**config.mk**
```make
export PLATFORM = sky130hd
export DESIGN_NAME = decade_count_controller
export DESIGN_NICKNAME = d
export VERILOG_FILES = /design/src/rtl/decade_count_controller.sv
export SDC_FILE = /design/constraint.sdc
export NUM_CORES = 1
export LEC_CHECK = 0
export ABC_CLOCK_PERIOD_IN_PS = 3100
export BUFFER_PORTS_ARGS = -buffer_cell sky130_fd_sc_hd__buf_2
export CORE_ASPECT_RATIO = 0.6
export CORE_MARGIN = 10
export CORE_UTILIZATION = 58
export DETAILED_ROUTE_END_ITERATION = 16
export GPL_ROUTABILITY_DRIVEN = 0
export GPL_TIMING_DRIVEN = 0
export MAX_ROUTING_LAYER = met4
export PLACE_DENSITY = 0.86
export SETUP_SLACK_MARGIN = 0.05
export SYNTH_ARGS = -nofsm -noshare
export SYNTH_HDL_FRONTEND = slang
export SYNTH_SLANG_ARGS = --single-unit
```
**constraint.sdc**
```tcl
create_clock -name clk -period 3.1 [get_ports clk]
set_input_delay 0.62 -clock clk [delete_from_list [all_inputs] [get_ports clk]]
set_output_delay 0.62 -clock clk [all_outputs]
set_load 0.005 [all_outputs]
```
**src/rtl/decade_count_controller.sv**
```systemverilog
// decade_count_controller
// Command-driven sequencer for a chain of BCD decade digits. Counts qualified
// ticks in RUN, compares against a latched terminal count and pulses done.
//
// Handshake: a command transfers on a rising edge where cmd_valid && cmd_ready.
// cmd_ready is combinational from state and cmd_op. It is low during reset and
// low for a LOAD while in RUN, so a LOAD stalls instead of being dropped. The
// producer must hold cmd_op/cmd_data/term_count stable while cmd_valid is high
// and the command has not transferred.
module decade_count_controller #(
  parameter int DIGITS      = 4,
  parameter int AUTO_RELOAD = 0
) (
  input  logic                  clk,
  input  logic                  reset,
  input  logic                  cmd_valid,
  output logic                  cmd_ready,
  input  logic [1:0]            cmd_op,
  input  logic [4*DIGITS-1:0]   cmd_data,
  input  logic [4*DIGITS-1:0]   term_count,
  input  logic                  tick,
  output logic [4*DIGITS-1:0]   count,
  output logic [DIGITS-1:0]     carry,
  output logic [1:0]            state,
  output logic                  done,
  output logic                  err
);

  localparam int W = 4 * DIGITS;

  localparam logic [1:0] OP_START = 2'b00;
  localparam logic [1:0] OP_STOP  = 2'b01;
  localparam logic [1:0] OP_CLEAR = 2'b10;
  localparam logic [1:0] OP_LOAD  = 2'b11;

  typedef enum logic [1:0] {
    S_IDLE  = 2'b00,
    S_RUN   = 2'b01,
    S_PAUSE = 2'b10,
    S_DONE  = 2'b11
  } state_t;

  state_t          state_q, state_n;
  logic [W-1:0]    tc_q, tc_n;
  logic [W-1:0]    count_n;
  logic [DIGITS-1:0] carry_n;
  logic            done_n;
  logic            err_n;

  logic [W-1:0]    inc_count;
  logic [DIGITS-1:0] inc_carry;
  logic [DIGITS-1:0] nines;
  logic            cin;
  logic            accept;

  // True when every nibble of v is a legal BCD digit.
  function automatic logic is_bcd(input logic [W-1:0] v);
    logic ok;
    ok = 1'b1;
    for (int i = 0; i < DIGITS; i++) begin
      if (v[4*i +: 4] > 4'd9) ok = 1'b0;
    end
    return ok;
  endfunction

  assign state     = state_q;
  assign cmd_ready = reset & ~((state_q == S_RUN) && (cmd_op == OP_LOAD));
  assign accept    = cmd_valid & cmd_ready;

  // Ripple BCD increment of the current count, plus a mask of digits at 9.
  always_comb begin
    cin       = 1'b1;
    inc_count = '0;
    inc_carry = '0;
    nines     = '0;
    for (int i = 0; i < DIGITS; i++) begin
      nines[i] = (count[4*i +: 4] == 4'd9);
      if (cin) begin
        if (nines[i]) begin
          inc_count[4*i +: 4] = 4'd0;
          inc_carry[i]        = 1'b1;
        end else begin
          inc_count[4*i +: 4] = count[4*i +: 4] + 4'd1;
          cin                 = 1'b0;
        end
      end else begin
        inc_count[4*i +: 4] = count[4*i +: 4];
      end
    end
  end

  // Next-state, next-count and event pulses for each state/command/tick mix.
  always_comb begin
    state_n = state_q;
    tc_n    = tc_q;
    count_n = count;
    carry_n = '0;
    done_n  = 1'b0;
    err_n   = err;
    case (state_q)
      S_IDLE, S_PAUSE: begin
        if (accept) begin
          case (cmd_op)
            OP_START: begin
              if (state_q == S_PAUSE) begin
                state_n = S_RUN;
              end else if (is_bcd(term_count)) begin
                tc_n    = term_count;
                state_n = S_RUN;
              end else begin
                err_n = 1'b1;
              end
            end
            OP_LOAD: begin
              if (is_bcd(cmd_data)) count_n = cmd_data;
              else                  err_n   = 1'b1;
            end
            OP_CLEAR: begin
              count_n = '0;
              err_n   = 1'b0;
            end
            default: ;
          endcase
        end
      end
      S_RUN: begin
        // The tick is applied first; a STOP in the same cycle then pauses.
        if (tick) begin
          if (count == tc_q) begin
            count_n = '0;
            carry_n = nines;
            done_n  = 1'b1;
            if (AUTO_RELOAD == 0) state_n = S_DONE;
          end else begin
            count_n = inc_count;
            carry_n = inc_carry;
          end
        end
        if (accept) begin
          case (cmd_op)
            OP_CLEAR: begin
              // CLEAR overrides any tick in the same cycle.
              count_n = '0;
              carry_n = '0;
              done_n  = 1'b0;
              state_n = S_RUN;
            end
            OP_STOP: begin
              if (state_n != S_DONE) state_n = S_PAUSE;
            end
            default: ;
          endcase
        end
      end
      S_DONE: begin
        if (accept) begin
          case (cmd_op)
            OP_START: begin
              if (is_bcd(term_count)) begin
                tc_n    = term_count;
                state_n = S_RUN;
              end else begin
                err_n = 1'b1;
              end
            end
            OP_CLEAR: begin
              err_n   = 1'b0;
              state_n = S_IDLE;
            end
            OP_LOAD: begin
              if (is_bcd(cmd_data)) begin
                count_n = cmd_data;
                state_n = S_IDLE;
              end else begin
                err_n = 1'b1;
              end
            end
            default: state_n = S_IDLE;
          endcase
        end
      end
      default: state_n = S_IDLE;
    endcase
  end

  // State, terminal count and all registered outputs.
  always_ff @(posedge clk or negedge reset) begin
    if (!reset) begin
      state_q <= S_IDLE;
      tc_q    <= '0;
      count   <= '0;
      carry   <= '0;
      done    <= 1'b0;
      err     <= 1'b0;
    end else begin
      state_q <= state_n;
      tc_q    <= tc_n;
      count   <= count_n;
      carry   <= carry_n;
      done    <= done_n;
      err     <= err_n;
    end
  end

endmodule
```
; After elaboration in Yosys (flattened, before gate mapping)
; Index checks and enable logic that the tools add are counted.
[word_totals]
output_inout_bits = 25
reg_bits = 40
in_bits = 38
wordCells = 150
[op_classes]
reduce_logical = 9
order_cmp = 8
n_mux = 87
n_eq_ne = 33
bitwise_logic = 3
n_addsub = 4
[op_table]
columns = operator, n
row1 = 16-bit two-way mux, 16
row2 = 16-bit one-hot mux with 2 select lines, 2
row3 = 4-bit two-way mux, 12
row4 = 16-bit one-hot mux with 3 select lines, 1
row5 = 1-bit two-way mux, 38
row6 = 4-bit greater-than comparator (second input constant), 8
row7 = 3-bit != test (second input constant), 10
row8 = 2-bit two-way mux, 12
row9 = 2-bit != test (second input constant), 9
row10 = 4-bit by 1-bit adder with 4-bit output (second input constant), 4
row11 = 16-bit equality test, 1
row12 = 4-bit equality test (second input constant), 4
row13 = 6-bit AND reduction, 2
row14 = 10-bit AND reduction, 1
row15 = 2-bit equality test (second input constant), 4
row16 = 2-bit one-hot mux with 2 select lines, 2
row17 = 8-bit AND reduction, 1
row18 = 1-bit one-hot mux with 3 select lines, 2
row19 = 2-bit one-hot mux with 3 select lines, 1
row20 = 2-bit by 1-bit equality test with 1-bit output (second input constant), 2
row21 = 2-bit logical NOT, 2
row22 = 4-bit by 2-bit != test with 1-bit output (second input constant), 1
row23 = 4-bit != test (second input constant), 1
row24 = 1-bit AND, 2
row25 = other kinds (6), 6

; Logic depth before layout (Yosys ltp)
[logic_depth]
word_depth = 14
ltp_mapped = 9
mapped_depth_nobuf = 8

; Least setup slack after synthesis
; Ideal clock, no wire load.
[synth_path]
path_kind = input port to flip-flop
from = input port cmd_op[0]
to = register count[7]
t_required_ns = 3.008
n_path_buf = 2
setup_slack_ns = 0.891
setup_time_ns = 0.092
cell_stages = 8
arrival_ns = 2.117
cell_sequence = ha_1 > clkbuf_1 > inv_1 > a311o_1 > or2_1 > buf_6 > or2_1 > o31ai_2
[synth_between]
elab_chain_len = 7
word_cells_on_any_way = 17
cone_classes = eq/ne: 7 / mux: 5 / bitwise: 3 / reduce/logical: 2
[synth_lines]
columns = element, line_no
row1 = "start, declared", 18  ; input logic [1:0] cmd_op,
row2 = 2-bit equality test, "67, 103, 157"
row3 = 1-bit logical AND, 67  ; assign cmd_ready = reset & ~((state_q == S_RUN) && (cmd_op == OP_LOAD));
row4 = 1-bit inverter, 67
row5 = 1-bit AND, 67
row6 = 1-bit AND, 68  ; assign accept = cmd_valid & cmd_ready;
row7 = 2-bit != test (no line) / 16-bit two-way mux (equally long branches), n/a
row8 = 6-bit AND reduction (no line) / 16-bit one-hot mux with 3 select lines (equally long branches), n/a
row9 = "end signal, assigned", 198  ; count <= count_n;
row10 = "end, declared", 22  ; output logic [4*DIGITS-1:0] count,
; Parallel ways exist; a longest one is shown, timed or not. The select of a mux whose other input is x is not followed.
; A chain may end at the register's enable or synchronous reset.

; Worst setup path in the final report
[layout_path]
from = input port reset
to = register tc_q[7]
[layout_between]
elab_chain_len = 4
word_cells_on_any_way = 5
cone_classes = eq/ne: 2 / bitwise: 2 / reduce/logical: 1
[layout_lines]
columns = element, line_no
row1 = "start, declared", 15  ; input logic reset,
row2 = 1-bit AND (*), 67
row3 = 1-bit AND (*), 68
row4 = 2-bit != test (no line), n/a
row5 = 8-bit AND reduction (no line) (*), n/a
row6 = "end signal, assigned", 197  ; tc_q <= tc_n;
row7 = "end, declared", 44  ; logic [W-1:0] tc_q, tc_n;
; Mark *: on every way between the ends. The rest lies on a longest branch, timed or not.

==> flow_metrics.py <==
metrics = {
    "run_status": {
        "status": "completed",
    },
    "grt": {
        "grt_pass1_vias": 2382,
        "grt_usage_pct": 19.4,
        "grt_max_degree": 43,
        "grt_pass1_wl_um": 11800,
        "antenna_found_initial": 0,
        "overflow": 0,
    },
    "power_and_ir_drop": {
        "power_mw": 2.53,
        "seq_power_share_pct": 37.7,
        "cellPowerDensity_mw_per_mm2": 831,
        "switching_share_pct": 42.1,
        "vdd_ir_drop_max_mv": 0.415,
        "power_frac_clock_pct": 16.8,
        "p_sw_mw": 1.07,
        "p_comb_share_pct": 45.5,
        "p_leak_nw": 1.39,
        "p_int_mw": 1.46,
    },
    "die": {
        "rows": 18,
        "ios": 63,
        "dieHeight_um": 71.3,
        "start_util_pct": 61.0,
        "fp.dieW_um": 105,
        "die-area_mm2": 0.00752,
        "core_area_mm2": 0.00417,
    },
    "clock_network": {
        "clock_path_buffers": 2,
        "clock-sinks": 40,
        "ctsHtreeMaxLevel": 2,
        "cts_buffers": 5,
        "clk_pin_slew_worst_paths_ns": 0.08,
        "hold_buffers": 0,
        "clock-root-buffer": "clkbuf_8",
        "insertion_delay_ns": 0.29,
        "cts_tree": "built",
    },
    "finish": {
        "final_nets": 384,
        "final_layout_size_suffix_gt1_share_pct": 29.9,
        "area_delta_synth_final_pct": 19.6,
        "utilization_pct": 73.0,
        "antenna_cells": 0,
    },
    "critical_path": {
        "arrival_ns": 2.84,
        "critical_path.top_delay_family": "buffers and inverters",
        "slowest_stage": "nor3_2",
        "critPathBufInv": 3,
        "worstSetupPathType": "primary input to flop",
        "startpoint_type": "primary input",
        "critPathRequiredTime_ns": 3.28,
        "cpPeakStageDelay_ns": 0.51,
        "path_max_fanout": 42,
        "timing.rr.end": "count[12]$_DFFE_PN0P_",
        "endpoint_kind": "flop",
        "r2r_cells": 7,
        "reg2reg_slack_ns": 0.79,
        "worstPathCellList": "clkbuf_4, and2_1, buf_6, nand3_1, nor3_2, buf_2, mux2_2",
        "timing.rr.start": "count[5]$_DFFE_PN0P_",
    },
    "yosys": {
        "synth-seq-area-share_pct": 39.4,
        "synth_area_mm2": 0.00254,
        "synth_cell_types": 55,
        "syn_nets": 315,
        "avgSynthCellArea_um2": 9.59,
        "synth_area_leaders": "dfrtp_1 39%, mux2_2 7.5%, ha_1 5.9%",
        "ys_warn_count": 0,
        "synth_edf_count": 0,
        "async_flop_share_pct": 100,
        "syn_inst": 265,
        "synth_top_area_cell": "dfrtp_1",
        "ys.flop_type": "dfrtp_1",
        "ys_seq_elements": 40,
        "synth.top_cell.area_share_pct": 39.4,
    },
    "drt": {
        "ant_nets": 0,
        "vias_per_cell": 6.05,
        "wl_per_cell_um": 18.1,
        "vias": 2391,
        "wirelength_um": 7160,
        "drt-initial-drc-count": 293,
        "route.detailed.drc": 0,
        "drt-pass1-iter-count": 5,
    },
    "sta": {
        "setup_tns_ns": 0,
        "hold_viol": 0,
        "relSlewSlack_pct": 45.3,
        "period_share_pct": 85.8,
        "clock.fmax_mhz": 376,
        "grt_setup_unrepaired": "false",
        "setup_violations": 0,
        "fin_hold_ws_ns": 0.331,
        "slew_viol_final": 0,
        "fin_skew_ns": 0.00339,
        "min_period_ns": 2.66,
        "worst_pin_slew_ns": 0.812,
    },
    "place": {
        "hpwl_um": 5600,
        "numPortBuffers": 62,
    },
    "run": {
        "drv_cap": 0,
    },
    "min_path": {
        "hold_path_class": "primary input to asynchronous set/reset pin",
    },
}
-- cells in the final DEF (no fill, tap or decap), types with 3 or more instances in the layout --
master,n
buf_2,65
dfrtp_1,40
o21ai_0,23
nand2_1,19
xnor2_1,17
mux2_2,17
a21oi_1,16
inv_1,13
ha_1,12
nor2_1,11
a22oi_1,9
nand3_1,8
nand4_1,6
nor3_1,5
clkbuf_8,5
clkbuf_1,4
nand3b_1,3
and4_1,3
and3_1,3
o31ai_1,3
o31a_1,3
-- registers in the layout, indices dropped and copies added (netlist names) --
register,flops
err,1
carry,4
state,2
tc_q,16
count,16
done,1
-- layout make-up --
type                            instances  area (um^2)
Timing Repair Buffer                   62          313
Multi-Input combinational cell        200         1430
Inverter                               13         48.8
Buffer                                 12         66.3
Clock inverter                          3         42.5
Sequential cell                        40         1000
Fill cell                             296         1130
Clock buffer                            5         68.8
Tap cell                               60         75.1
-- worst max path at each step --
stage                   start              endpoint  slack, ns  cells after the start
floorplan           cmd_op[0]  count[7]$_DFFE_PN0P_       0.89                      8
global placement        reset   tc_q[5]$_DFFE_PN0P_      -0.06                      7
detailed placement      reset  tc_q[10]$_DFFE_PN0P_      -0.09                      7
CTS                     reset   tc_q[7]$_DFFE_PN0P_       0.20                      7
global route            reset   tc_q[7]$_DFFE_PN0P_       0.25                      7
finish                  reset   tc_q[7]$_DFFE_PN0P_       0.44                      7
-- cells by family after synthesis --
kind of cell	Yosys count	synth area share [%]
AND/OR/NAND/NOR	72	15.1
adder cells (fa/ha/maj)	12	5.91
AO/OA/AOI/OAI	80	21.0
buffers and inverters	25	4.53
XOR/XNOR	19	6.55
flip-flops	40	39.4
multiplexers	17	7.53
-- power by group through the flow --
stage / Clock (mW) / Sequential (mW) / Combinational [mW]
6_report: 0.425 / 0.953 / 1.15
3_5_place_dp: 0 / 0.954 / 1.13
4_1_cts: 0.428 / 0.943 / 1.14
2_1_floorplan: 0 / 0.887 / 0.778
3_3_place_gp: 0 / 0.941 / 1.10
5_1_grt: 0.453 / 0.977 / 1.27
-- metal layers --
| layer | up-vias | global-route usage, % | wire (um) |
|---|---|---|---|
| met2 | 149 | 28.3 | 3080 |
| met1 | 1119 | 26.3 | 3280 |
| met3 | 11 | 4.91 | 722 |
| met4 | 0 | 4.55 | 80 |
| met5 | - | - | 0 |
| li1 | 1112 | - | - |
-- per-stage QoR --
step / cell area (um^2) / std cells / setup slack, ns
2_1_floorplan: 2540 / 265 / 0.891
3_3_place_gp: 2930 / 387 / -0.0582
6_report: 3040 / 395 / 0.441
4_1_cts: 3040 / 395 / 0.200
5_1_grt: 3040 / 395 / 0.253
3_5_place_dp: 2930 / 387 / -0.0856
-- synthesized netlist by cell type, drive strengths merged, types with 2 or more instances --
| library cell | count |
|---|---|
| a211oi | 2 |
| a22oi | 9 |
| o31a | 3 |
| xnor2 | 17 |
| o211ai | 2 |
| nand4 | 6 |
| inv | 13 |
| nand3b | 3 |
| nor4 | 3 |
| or2 | 2 |
| a31o | 2 |
| and4 | 3 |
| and3 | 3 |
| o21ai | 25 |
| nor2b | 2 |
| a31oi | 2 |
| a22o | 2 |
| and2 | 3 |
| ha | 12 |
| xor2 | 2 |
| clkbuf | 5 |
| dfrtp | 40 |
| a21oi | 16 |
| buf | 7 |
| o31ai | 4 |
| o311ai | 2 |
| nand3 | 8 |
| nor3 | 6 |
| nand2 | 19 |
| mux2 | 17 |
| nor2 | 11 |
-- repair_timing --
item,CTS,global route
endpoints found under the setup margin,0,10
setup buffers,0,0
gates resized for setup,0,1
Note: power is estimated with default switching activity, not from simulation.
